[src/rtl/kuuga_bram_pkg.sv]
// Shared types and helpers for the BRAM initiator slice.
package kuuga_bram_pkg;

    localparam int RESP_DW = 32;

    typedef struct packed {
        logic valid;
        logic is_write;
    } lat_t;

    typedef struct packed {
        logic               is_write;
        logic [RESP_DW-1:0] data;
    } resp_t;

    function automatic int be_width(input int dw);
        return dw / 8;
    endfunction

    // Clears the byte-lane bits of a byte address.
    function automatic logic [63:0] align_mask(input int dw);
        return ~64'(be_width(dw) - 1);
    endfunction

endpackage

[src/rtl/kuuga_bram_initiator_if.sv]
// Core-side req/gnt/rvalid bus between a core and the BRAM initiator.
interface kuuga_bram_initiator_if #(
    parameter int ADDR_WIDTH = 16,
    parameter int DATA_WIDTH = 32
) ();
    import kuuga_bram_pkg::*;

    localparam int BW = be_width(DATA_WIDTH);

    logic                  req_i;
    logic                  gnt_o;
    logic [ADDR_WIDTH-1:0] addr_i;
    logic                  we_i;
    logic [BW-1:0]         be_i;
    logic [DATA_WIDTH-1:0] wdata_i;
    logic                  rvalid_o;
    logic                  rready_i;
    logic [DATA_WIDTH-1:0] rdata_o;

    modport master (
        output req_i, addr_i, we_i, be_i, wdata_i, rready_i,
        input  gnt_o, rvalid_o, rdata_o
    );

    modport slave (
        input  req_i, addr_i, we_i, be_i, wdata_i, rready_i,
        output gnt_o, rvalid_o, rdata_o
    );

endinterface

[src/rtl/kuuga_resp_fifo.sv]
// Response FIFO; pointers carry a wrap bit to tell full from empty.
module kuuga_resp_fifo #(
    parameter int DEPTH = 4,
    parameter int WIDTH = 32
) (
    input  logic             clk,
    input  logic             rst,
    input  logic             push,
    input  logic [WIDTH-1:0] din,
    input  logic             pop,
    output logic [WIDTH-1:0] dout,
    output logic             full,
    output logic             empty
);
    localparam int AW = $clog2(DEPTH);

    logic [WIDTH-1:0] mem [DEPTH];
    logic [AW:0]      wr_ptr;
    logic [AW:0]      rd_ptr;

    assign empty = (wr_ptr == rd_ptr);
    assign full  = (wr_ptr[AW] != rd_ptr[AW]) &&
                   (wr_ptr[AW-1:0] == rd_ptr[AW-1:0]);
    assign dout  = mem[rd_ptr[AW-1:0]];

    always_ff @(posedge clk) begin
        if (rst) begin
            wr_ptr <= '0;
            rd_ptr <= '0;
        end else begin
            if (push && !full)
                wr_ptr <= wr_ptr + 1'b1;
            if (pop && !empty)
                rd_ptr <= rd_ptr + 1'b1;
        end
    end

    always_ff @(posedge clk) begin
        if (push && !full)
            mem[wr_ptr[AW-1:0]] <= din;
    end

    // Credits bound occupancy, so a push into a full FIFO is a design bug.
    assert property (@(posedge clk) disable iff (rst) !(push && full));

endmodule

[src/rtl/kuuga_bram_initiator.sv]
// Core-side initiator driving one fixed-latency byte-addressed BRAM port.
module kuuga_bram_initiator
    import kuuga_bram_pkg::*;
#(
    parameter int ADDR_WIDTH      = 16,
    parameter int DATA_WIDTH      = 32,
    parameter int READ_LATENCY    = 2,
    parameter int MAX_OUTSTANDING = 4
) (
    input  logic                    clk,
    input  logic                    reset,
    kuuga_bram_initiator_if.slave   core,
    output logic                    bram_clk_o,
    output logic                    bram_rst_o,
    output logic [ADDR_WIDTH-1:0]   bram_addr_o,
    output logic                    bram_en_o,
    output logic [DATA_WIDTH/8-1:0] bram_we_o,
    output logic [DATA_WIDTH-1:0]   bram_wrdata_o,
    input  logic [DATA_WIDTH-1:0]   bram_rddata_i
);
    localparam int CW = $clog2(MAX_OUTSTANDING) + 1;
    localparam logic [ADDR_WIDTH-1:0] ALIGN =
        ADDR_WIDTH'(align_mask(DATA_WIDTH));

    logic [CW-1:0]         outstanding;
    logic                  gnt;
    logic                  pop;
    logic                  push;
    logic                  full;
    logic                  empty;
    logic [DATA_WIDTH-1:0] push_data;
    logic [DATA_WIDTH-1:0] head;
    lat_t                  pipe [READ_LATENCY];

    assign gnt = core.req_i && !reset &&
                 (outstanding < CW'(MAX_OUTSTANDING));
    assign pop = core.rvalid_o && core.rready_i;

    assign core.gnt_o    = gnt;
    assign core.rvalid_o = !empty;
    assign core.rdata_o  = empty ? '0 : head;

    assign bram_clk_o    = clk;
    assign bram_rst_o    = reset;
    assign bram_en_o     = gnt;
    assign bram_we_o     = (gnt && core.we_i) ? core.be_i : '0;
    assign bram_addr_o   = core.addr_i & ALIGN;
    assign bram_wrdata_o = core.wdata_i;

    always_ff @(posedge clk) begin
        if (reset)
            outstanding <= '0;
        else if (gnt && !pop)
            outstanding <= outstanding + 1'b1;
        else if (!gnt && pop)
            outstanding <= outstanding - 1'b1;
    end

    always_ff @(posedge clk) begin
        if (reset) begin
            for (int i = 0; i < READ_LATENCY; i++)
                pipe[i] <= '0;
        end else begin
            pipe[0] <= '{valid: gnt, is_write: core.we_i};
            for (int i = 1; i < READ_LATENCY; i++)
                pipe[i] <= pipe[i-1];
        end
    end

    // Write responses carry zero data rather than whatever the BRAM drives.
    assign push      = pipe[READ_LATENCY-1].valid;
    assign push_data = pipe[READ_LATENCY-1].is_write ? '0 : bram_rddata_i;

    kuuga_resp_fifo #(
        .DEPTH (MAX_OUTSTANDING),
        .WIDTH (DATA_WIDTH)
    ) u_fifo (
        .clk   (clk),
        .rst   (reset),
        .push  (push),
        .din   (push_data),
        .pop   (pop),
        .dout  (head),
        .full  (full),
        .empty (empty)
    );

endmodule

[src/flat_wrapper.sv]
// flat-port wrapper written by rule: the top's interface ports become plain ports
module kuuga_bram_initiator_flat import kuuga_bram_pkg::*;
#(
    parameter int ADDR_WIDTH      = 16,
    parameter int DATA_WIDTH      = 32,
    parameter int READ_LATENCY    = 2,
    parameter int MAX_OUTSTANDING = 4
)
  (clk, reset, bram_clk_o, bram_rst_o, bram_addr_o, bram_en_o, bram_we_o, bram_wrdata_o, bram_rddata_i, core_req_i, core_addr_i, core_we_i, core_be_i, core_wdata_i, core_rready_i, core_gnt_o, core_rvalid_o, core_rdata_o);
  kuuga_bram_initiator_if #(.ADDR_WIDTH(ADDR_WIDTH), .DATA_WIDTH(DATA_WIDTH)) core_i ();
  input  logic clk;
  input  logic reset;
  output logic bram_clk_o;
  output logic bram_rst_o;
  output logic [ADDR_WIDTH-1:0] bram_addr_o;
  output logic bram_en_o;
  output logic [DATA_WIDTH/8-1:0] bram_we_o;
  output logic [DATA_WIDTH-1:0] bram_wrdata_o;
  input  logic [DATA_WIDTH-1:0] bram_rddata_i;
  input wire logic [$bits(core_i.req_i)-1:0] core_req_i;
  input wire logic [$bits(core_i.addr_i)-1:0] core_addr_i;
  input wire logic [$bits(core_i.we_i)-1:0] core_we_i;
  input wire logic [$bits(core_i.be_i)-1:0] core_be_i;
  input wire logic [$bits(core_i.wdata_i)-1:0] core_wdata_i;
  input wire logic [$bits(core_i.rready_i)-1:0] core_rready_i;
  output wire logic [$bits(core_i.gnt_o)-1:0] core_gnt_o;
  output wire logic [$bits(core_i.rvalid_o)-1:0] core_rvalid_o;
  output wire logic [$bits(core_i.rdata_o)-1:0] core_rdata_o;
  assign core_i.req_i = core_req_i;
  assign core_i.addr_i = core_addr_i;
  assign core_i.we_i = core_we_i;
  assign core_i.be_i = core_be_i;
  assign core_i.wdata_i = core_wdata_i;
  assign core_i.rready_i = core_rready_i;
  assign core_gnt_o = core_i.gnt_o;
  assign core_rvalid_o = core_i.rvalid_o;
  assign core_rdata_o = core_i.rdata_o;
  kuuga_bram_initiator #(.ADDR_WIDTH(ADDR_WIDTH), .DATA_WIDTH(DATA_WIDTH), .READ_LATENCY(READ_LATENCY), .MAX_OUTSTANDING(MAX_OUTSTANDING)) u_core (.clk(clk), .reset(reset), .core(core_i), .bram_clk_o(bram_clk_o), .bram_rst_o(bram_rst_o), .bram_addr_o(bram_addr_o), .bram_en_o(bram_en_o), .bram_we_o(bram_we_o), .bram_wrdata_o(bram_wrdata_o), .bram_rddata_i(bram_rddata_i));
endmodule
[config.mk]
export PLATFORM = sky130hd
export DESIGN_NAME = kuuga_bram_initiator_flat
export DESIGN_NICKNAME = d
export VERILOG_FILES = /design/src/rtl/kuuga_bram_pkg.sv /design/src/rtl/kuuga_bram_initiator_if.sv /design/src/rtl/kuuga_resp_fifo.sv /design/src/rtl/kuuga_bram_initiator.sv /design/src/flat_wrapper.sv
export SDC_FILE = /design/constraint.sdc
export NUM_CORES = 1
export LEC_CHECK = 0
export CAP_MARGIN = 20
export CORE_MARGIN = 5
export CORE_UTILIZATION = 48
export DETAILED_ROUTE_END_ITERATION = 10
export PLACE_DENSITY_LB_ADDON = 0.12
export SYNTH_ARGS = -nofsm -noshare
export SYNTH_HDL_FRONTEND = slang
export SYNTH_SLANG_ARGS = --single-unit
[constraint.sdc]
create_clock -name clk -period 4.19 [get_ports clk]
set_input_delay 0.838 -clock clk [delete_from_list [all_inputs] [get_ports clk]]
set_output_delay 0.838 -clock clk [all_outputs]
set_load 0.1 [all_outputs]
Word level (Yosys, flattened, before mapping)
Memories as Yosys holds them, arrays and structs flattened. A register that Yosys moved wholly into a read port is not among the register bits.
Index checks and enable logic that the tools add are counted.
Storage, ports and cells
  memories kept: 2
  output and inout bits: 89
  input bits: 89
  flip-flop bits (word level): 9
  bits in writable memories: 132
Cells by class
  bitwise logic cells: 2
  magnitude comparators: 1
  add/sub/neg operators: 4
  eq/ne operators: 3
  reduce and logical (&&, ||, !) cells: 15
  muxes and demuxes: 14
Memories
  u_core.u_fifo.mem: depth 4, bits a word 32, rd ports 1, clocked after Yosys merged registers in 1, wr ports 1, line kuuga_resp_fifo.sv:17  | logic [WIDTH-1:0] mem [DEPTH];
  u_core.pipe: depth 2, bits a word 2, rd ports 2, clocked after Yosys merged registers in 0, wr ports 2, line kuuga_bram_initiator.sv:33  | lat_t pipe [READ_LATENCY];
Operator list (number)
  two-way mux 32 bit: 2
  adder 3 x 1 -> 3 bit, second input constant: 3
  logical AND 1 bit: 9
  two-way mux 2 bit: 4
  two-way mux 3 bit: 2
  zero test 1 bit: 5
  two-way mux 1 bit: 5
  two-way mux 4 bit: 1
  equality test 3 bit: 1
  < comparator 3 bit, second input constant: 1
  subtractor 3 x 1 -> 3 bit, second input constant: 1
  equality test 2 bit: 1
  bitwise OR 1 bit: 2
  nonzero test 2 bit: 1
  != test 1 bit: 1

Longest topological paths before layout
  depth in word-level cells: 7
  depth in mapped cells: 11

By module
Synthesis repeated with hierarchy kept, for this count alone.
Unflattened totals
  cell total of the unflattened synthesis: 388
  area total of the unflattened synthesis: 6298.5 µm²
Modules (own cells, without submodules)
  kuuga_resp_fifo: cells an instance 235, instances 1, area each 5177.5 µm²
  kuuga_bram_initiator: cells an instance 153, instances 1, area each 1121.1 µm²

==> results <==
- For this design the top-level I/O count stands at 178.
- The final design utilization is 59.0%.
- STA classifies the critical path startpoint as a clock port.
- The cell that appears most often on the critical path is sky130_fd_sc_hd__clkbuf_16.
- The critical path starts at clk.
- The violation count after the first detailed-routing iteration is 228.
- Counting cells, the worst reg-to-reg path comes to 9.
- Synthesis handed over a netlist of 385 instances.
- Buffers added to address setup during post-CTS repair amount to 0.
- The power per cell area is 657 nW/um2.
- After clock tree synthesis, the clock-pin slew on the worst setup and hold paths is 0.05 ns.
- The critical path goes through clkbuf_16, clkbuf_16, clkdlybuf4s50_1.
- In the synthesized netlist, the cells that appear most often are sky130_fd_sc_hd__edfxtp_1, sky130_fd_sc_hd__buf_4, sky130_fd_sc_hd__and2_1.
- The tool flagged a number of max-cap violations equal to 0.
- The endpoint of the worst register-to-register path is u_core.outstanding[2]$_SDFFE_PP0P_.
- The share of post-route cells with drive strength above 1 is 26.4%.
- The number of hold-slack violations in the final timing report is 0.
- The worst flop-to-flop path startpoint is u_core.u_fifo.wr_ptr[0]$_SDFFE_PP0N_.
- The commonest register cell after synthesis is sky130_fd_sc_hd__edfxtp_1.
- The count of synthesis-stage warnings from yosys is 0.
- The min-delay analysis places its worst path in the category reg -> reg.
- During placement, the flow inserted port buffers numbering 81.
- For this configuration, the core starts out at a cell density of 49.5%.
- The wire length per cell is 18.9 um.
- Of all nets on the critical path, the largest fanout is 2.
- The headroom to the max-slew limit is 35.6%.
- In this run the worst setup path terminates at bram_clk_o.
- On the critical path the largest part of the delay comes from buffers and inverters.
- For the worst-skew pair, the clock arrives at the later sink with an insertion delay of 0.52 ns.
- VDD sags by at most 484 uV.
- The post-cts hold buffer count is 0.
- The floorplan step set the die width to 125 um.
- The worst clock skew is 0.0108 ns.
- The total die area is 15,500 um2.
- Detailed placement finished with a half-perimeter wire length of 7.01 mm.
- The initial antenna violation count came to 0.
- The DRC violations left is 0.
- The number of synthesized flops with an enable pin is 128.
- The average instance in the mapped netlist occupies 16.4 um2.
- Measured along the y axis, the die boundary spans 125 um.
- Entering global routing, the biggest net connects 33 pins.
- The wire length after detailed routing is 11.6 mm.
- The number of gates resized after CTS was 0.
- Setup repair after global routing left no endpoint under its margin.
- The layout has 1,027 filler cells.
- TritonCTS built the clock tree.
- The initialized floorplan defines 41 standard-cell rows.
- The standard cell core area is 12,700 um2.
- The via count of the first global-routing pass was 3,551.
- The global router's overall resource usage is 15.6%.
- 0 antenna diodes ended up in the layout.
- Of all flip-flops after synthesis, the portion carrying an async set or reset was 0%.
- Setup total negative slack on the finished layout was measured at 0 ns.
- The total number of nets in the final design is 522.
- The path type of the worst setup path is clk -> out.
- The synthesized design spends more area on one cell type than any other, namely sky130_fd_sc_hd__edfxtp_1.
- After detailed routing, the number of vias per cell comes to 5.34.
- The worst setup path is captured at a primary output.
- The max-slew violation total from the final report is 0.
- The portion of the post-synthesis area used by sequential elements is 65.7%.
- The area growth from synthesis to layout is 19.0%.
- Setup violations remaining at the end of the flow were counted as 0.
- The count of nets left with antenna violations once routing finished came out at 0.
- The reg-to-reg setup timing slack is 1.22 ns.
- Counting buffers and inverters, the worst setup path is 3 cells deep.
- After synthesis, the cell types taking the most area are sky130_fd_sc_hd__edfxtp_1, sky130_fd_sc_hd__mux4_2, sky130_fd_sc_hd__buf_4.
- The pre-antenna-repair detailed-routing pass consisted of 7 iterations.
- Among all stages on the critical path, the largest delay is contributed by sky130_fd_sc_hd__clkdlybuf4s50_1.
- Synthesis inferred 143 register bits.
- The required time at the worst-slack endpoint is 3.35 ns.
- The most common cell in the synthesized netlist is sky130_fd_sc_hd__edfxtp_1.
- The largest single stage delay on the critical path is 0.96 ns.
- The first global-routing pass estimated 18.6 mm of wire.
- The routed layout has 3,265 vias.
- In this run the static leakage power is 2.59 nW.
- The cell area that synthesis handed to floorplanning was 6300 um2.
- The arrival time of the worst setup path is 3.30 ns.
- Summed over all layers, the global routing overflow is 0.
- In this run, placement finished with an instance count of 576.
- The congestion estimate from routability-driven global placement came to 0.698.
- The critical path contains buffers and inverters numbering 3 combined.
- The flow ran to the end, and the final reports show no timing, DRC or antenna violations.
- After synthesis, the largest area contributor takes up 61.0% of total cell area.
- At the pin with the least slew margin, the transition time is 0.963 ns.
- The count of distinct cell types in the synthesized netlist is 36.
- The number of cells in the finished layout apart from fillers is 611.
## area by class of cell
type	count	area, um2	share of cell area (%)
clock buffer	29	571	7.61
clock inverter	7	111	1.48
inverter	5	18.8	0.250
multi-input combinational	171	1690	22.6
sequential	143	4150	55.3
tap	172	215	2.87
timing repair buffer	84	743	9.91
## placed cells by master (no fill, tap or decap), types with 2 or more instances in the layout
| cell type | n |
|---|---|
| sky130_fd_sc_hd__a211o_1 | 2 |
| sky130_fd_sc_hd__a22oi_1 | 2 |
| sky130_fd_sc_hd__a31oi_1 | 4 |
| sky130_fd_sc_hd__and2_1 | 36 |
| sky130_fd_sc_hd__and2_2 | 3 |
| sky130_fd_sc_hd__buf_4 | 43 |
| sky130_fd_sc_hd__bufinv_16 | 3 |
| sky130_fd_sc_hd__clkbuf_1 | 5 |
| sky130_fd_sc_hd__clkbuf_16 | 20 |
| sky130_fd_sc_hd__clkbuf_8 | 3 |
| sky130_fd_sc_hd__clkdlybuf4s50_1 | 41 |
| sky130_fd_sc_hd__clkinv_2 | 2 |
| sky130_fd_sc_hd__conb_1 | 2 |
| sky130_fd_sc_hd__dfxtp_1 | 12 |
| sky130_fd_sc_hd__dfxtp_2 | 3 |
| sky130_fd_sc_hd__edfxtp_1 | 128 |
| sky130_fd_sc_hd__ha_1 | 6 |
| sky130_fd_sc_hd__inv_1 | 5 |
| sky130_fd_sc_hd__mux4_2 | 32 |
| sky130_fd_sc_hd__nand2_1 | 6 |
| sky130_fd_sc_hd__nand3_1 | 6 |
| sky130_fd_sc_hd__nand4_1 | 4 |
| sky130_fd_sc_hd__nor2_1 | 2 |
| sky130_fd_sc_hd__nor2b_1 | 37 |
| sky130_fd_sc_hd__nor3b_1 | 3 |
| sky130_fd_sc_hd__o211ai_1 | 2 |
| sky130_fd_sc_hd__o21ai_0 | 4 |
| sky130_fd_sc_hd__xnor2_2 | 2 |
| sky130_fd_sc_hd__xor2_1 | 5 |
## power breakdown
| group | total (mW) | leakage, nW | internal (mW) | switching [mW] |
|---|---|---|---|---|
| combinational | 1.51 | 0.974 | 0.430 | 1.08 |
| sequential | 1.69 | 1.28 | 1.61 | 0.0726 |
| clock | 1.73 | 0.330 | 1.12 | 0.614 |
| total | 4.93 | 2.59 | 3.16 | 1.77 |
## metal layers
metal,track usage [%],wire length (um),vias to the layer above
met5,0,0,-
met4,5.48,152,0
met3,5.70,702,28
met2,25.8,5810,122
met1,18.8,4910,1642
li1,-,-,1473
## state kept, by name, summed over array words and instances (netlist names), named ones only
name                  cells
u_core.u_fifo.wr_ptr      3
u_core.outstanding        3
u_core.u_fifo.mem       128
u_core.pipe               4
u_core.u_fifo.rd_ptr      3
## per-stage QoR
stage                     area [um2]  total power, mW  setup WS, ns  hold slack (ns)
after CTS                       7500             4.99        0.0445            0.446
after floorplan                 6310             3.22         0.456            0.414
final                           7500             4.93        0.0536            0.442
after global placement          6830             3.33         0.317            0.432
after global routing            7500             5.12        0.0382            0.459
after detailed placement        6830             3.35         0.317            0.433
## worst min-delay path by stage
stage | start | end | slack [ns] | depth (start not counted)
after floorplan | u_core.pipe[0][0]$_SDFF_PP0_ | u_core.pipe[0][2]$_SDFF_PP0_ | 0.41 | 1
after global placement | u_core.pipe[0][1]$_SDFF_PP0_ | u_core.pipe[0][3]$_SDFF_PP0_ | 0.43 | 1
after detailed placement | u_core.pipe[0][1]$_SDFF_PP0_ | u_core.pipe[0][3]$_SDFF_PP0_ | 0.43 | 1
after CTS | u_core.pipe[0][1]$_SDFF_PP0_ | u_core.pipe[0][3]$_SDFF_PP0_ | 0.45 | 1
after global routing | u_core.pipe[0][0]$_SDFF_PP0_ | u_core.pipe[0][2]$_SDFF_PP0_ | 0.46 | 1
final | u_core.pipe[0][1]$_SDFF_PP0_ | u_core.pipe[0][3]$_SDFF_PP0_ | 0.44 | 1
## cell families (layout without fill, tap and decap cells)
| group | after synthesis | count (layout) | share of synthesized area (%) |
|---|---|---|---|
| compound gates | 18 | 18 | 1.95 |
| xor+xnor | 8 | 8 | 1.35 |
| fa+ha+maj | 7 | 7 | 1.51 |
| buf+inv | 72 | 125 | 7.82 |
| flops | 143 | 143 | 65.7 |
| mux | 33 | 33 | 11.6 |
| other cells | 1 | 2 | 0.0595 |
| simple gates | 103 | 103 | 9.98 |
(Power assumes the default switching activity.)
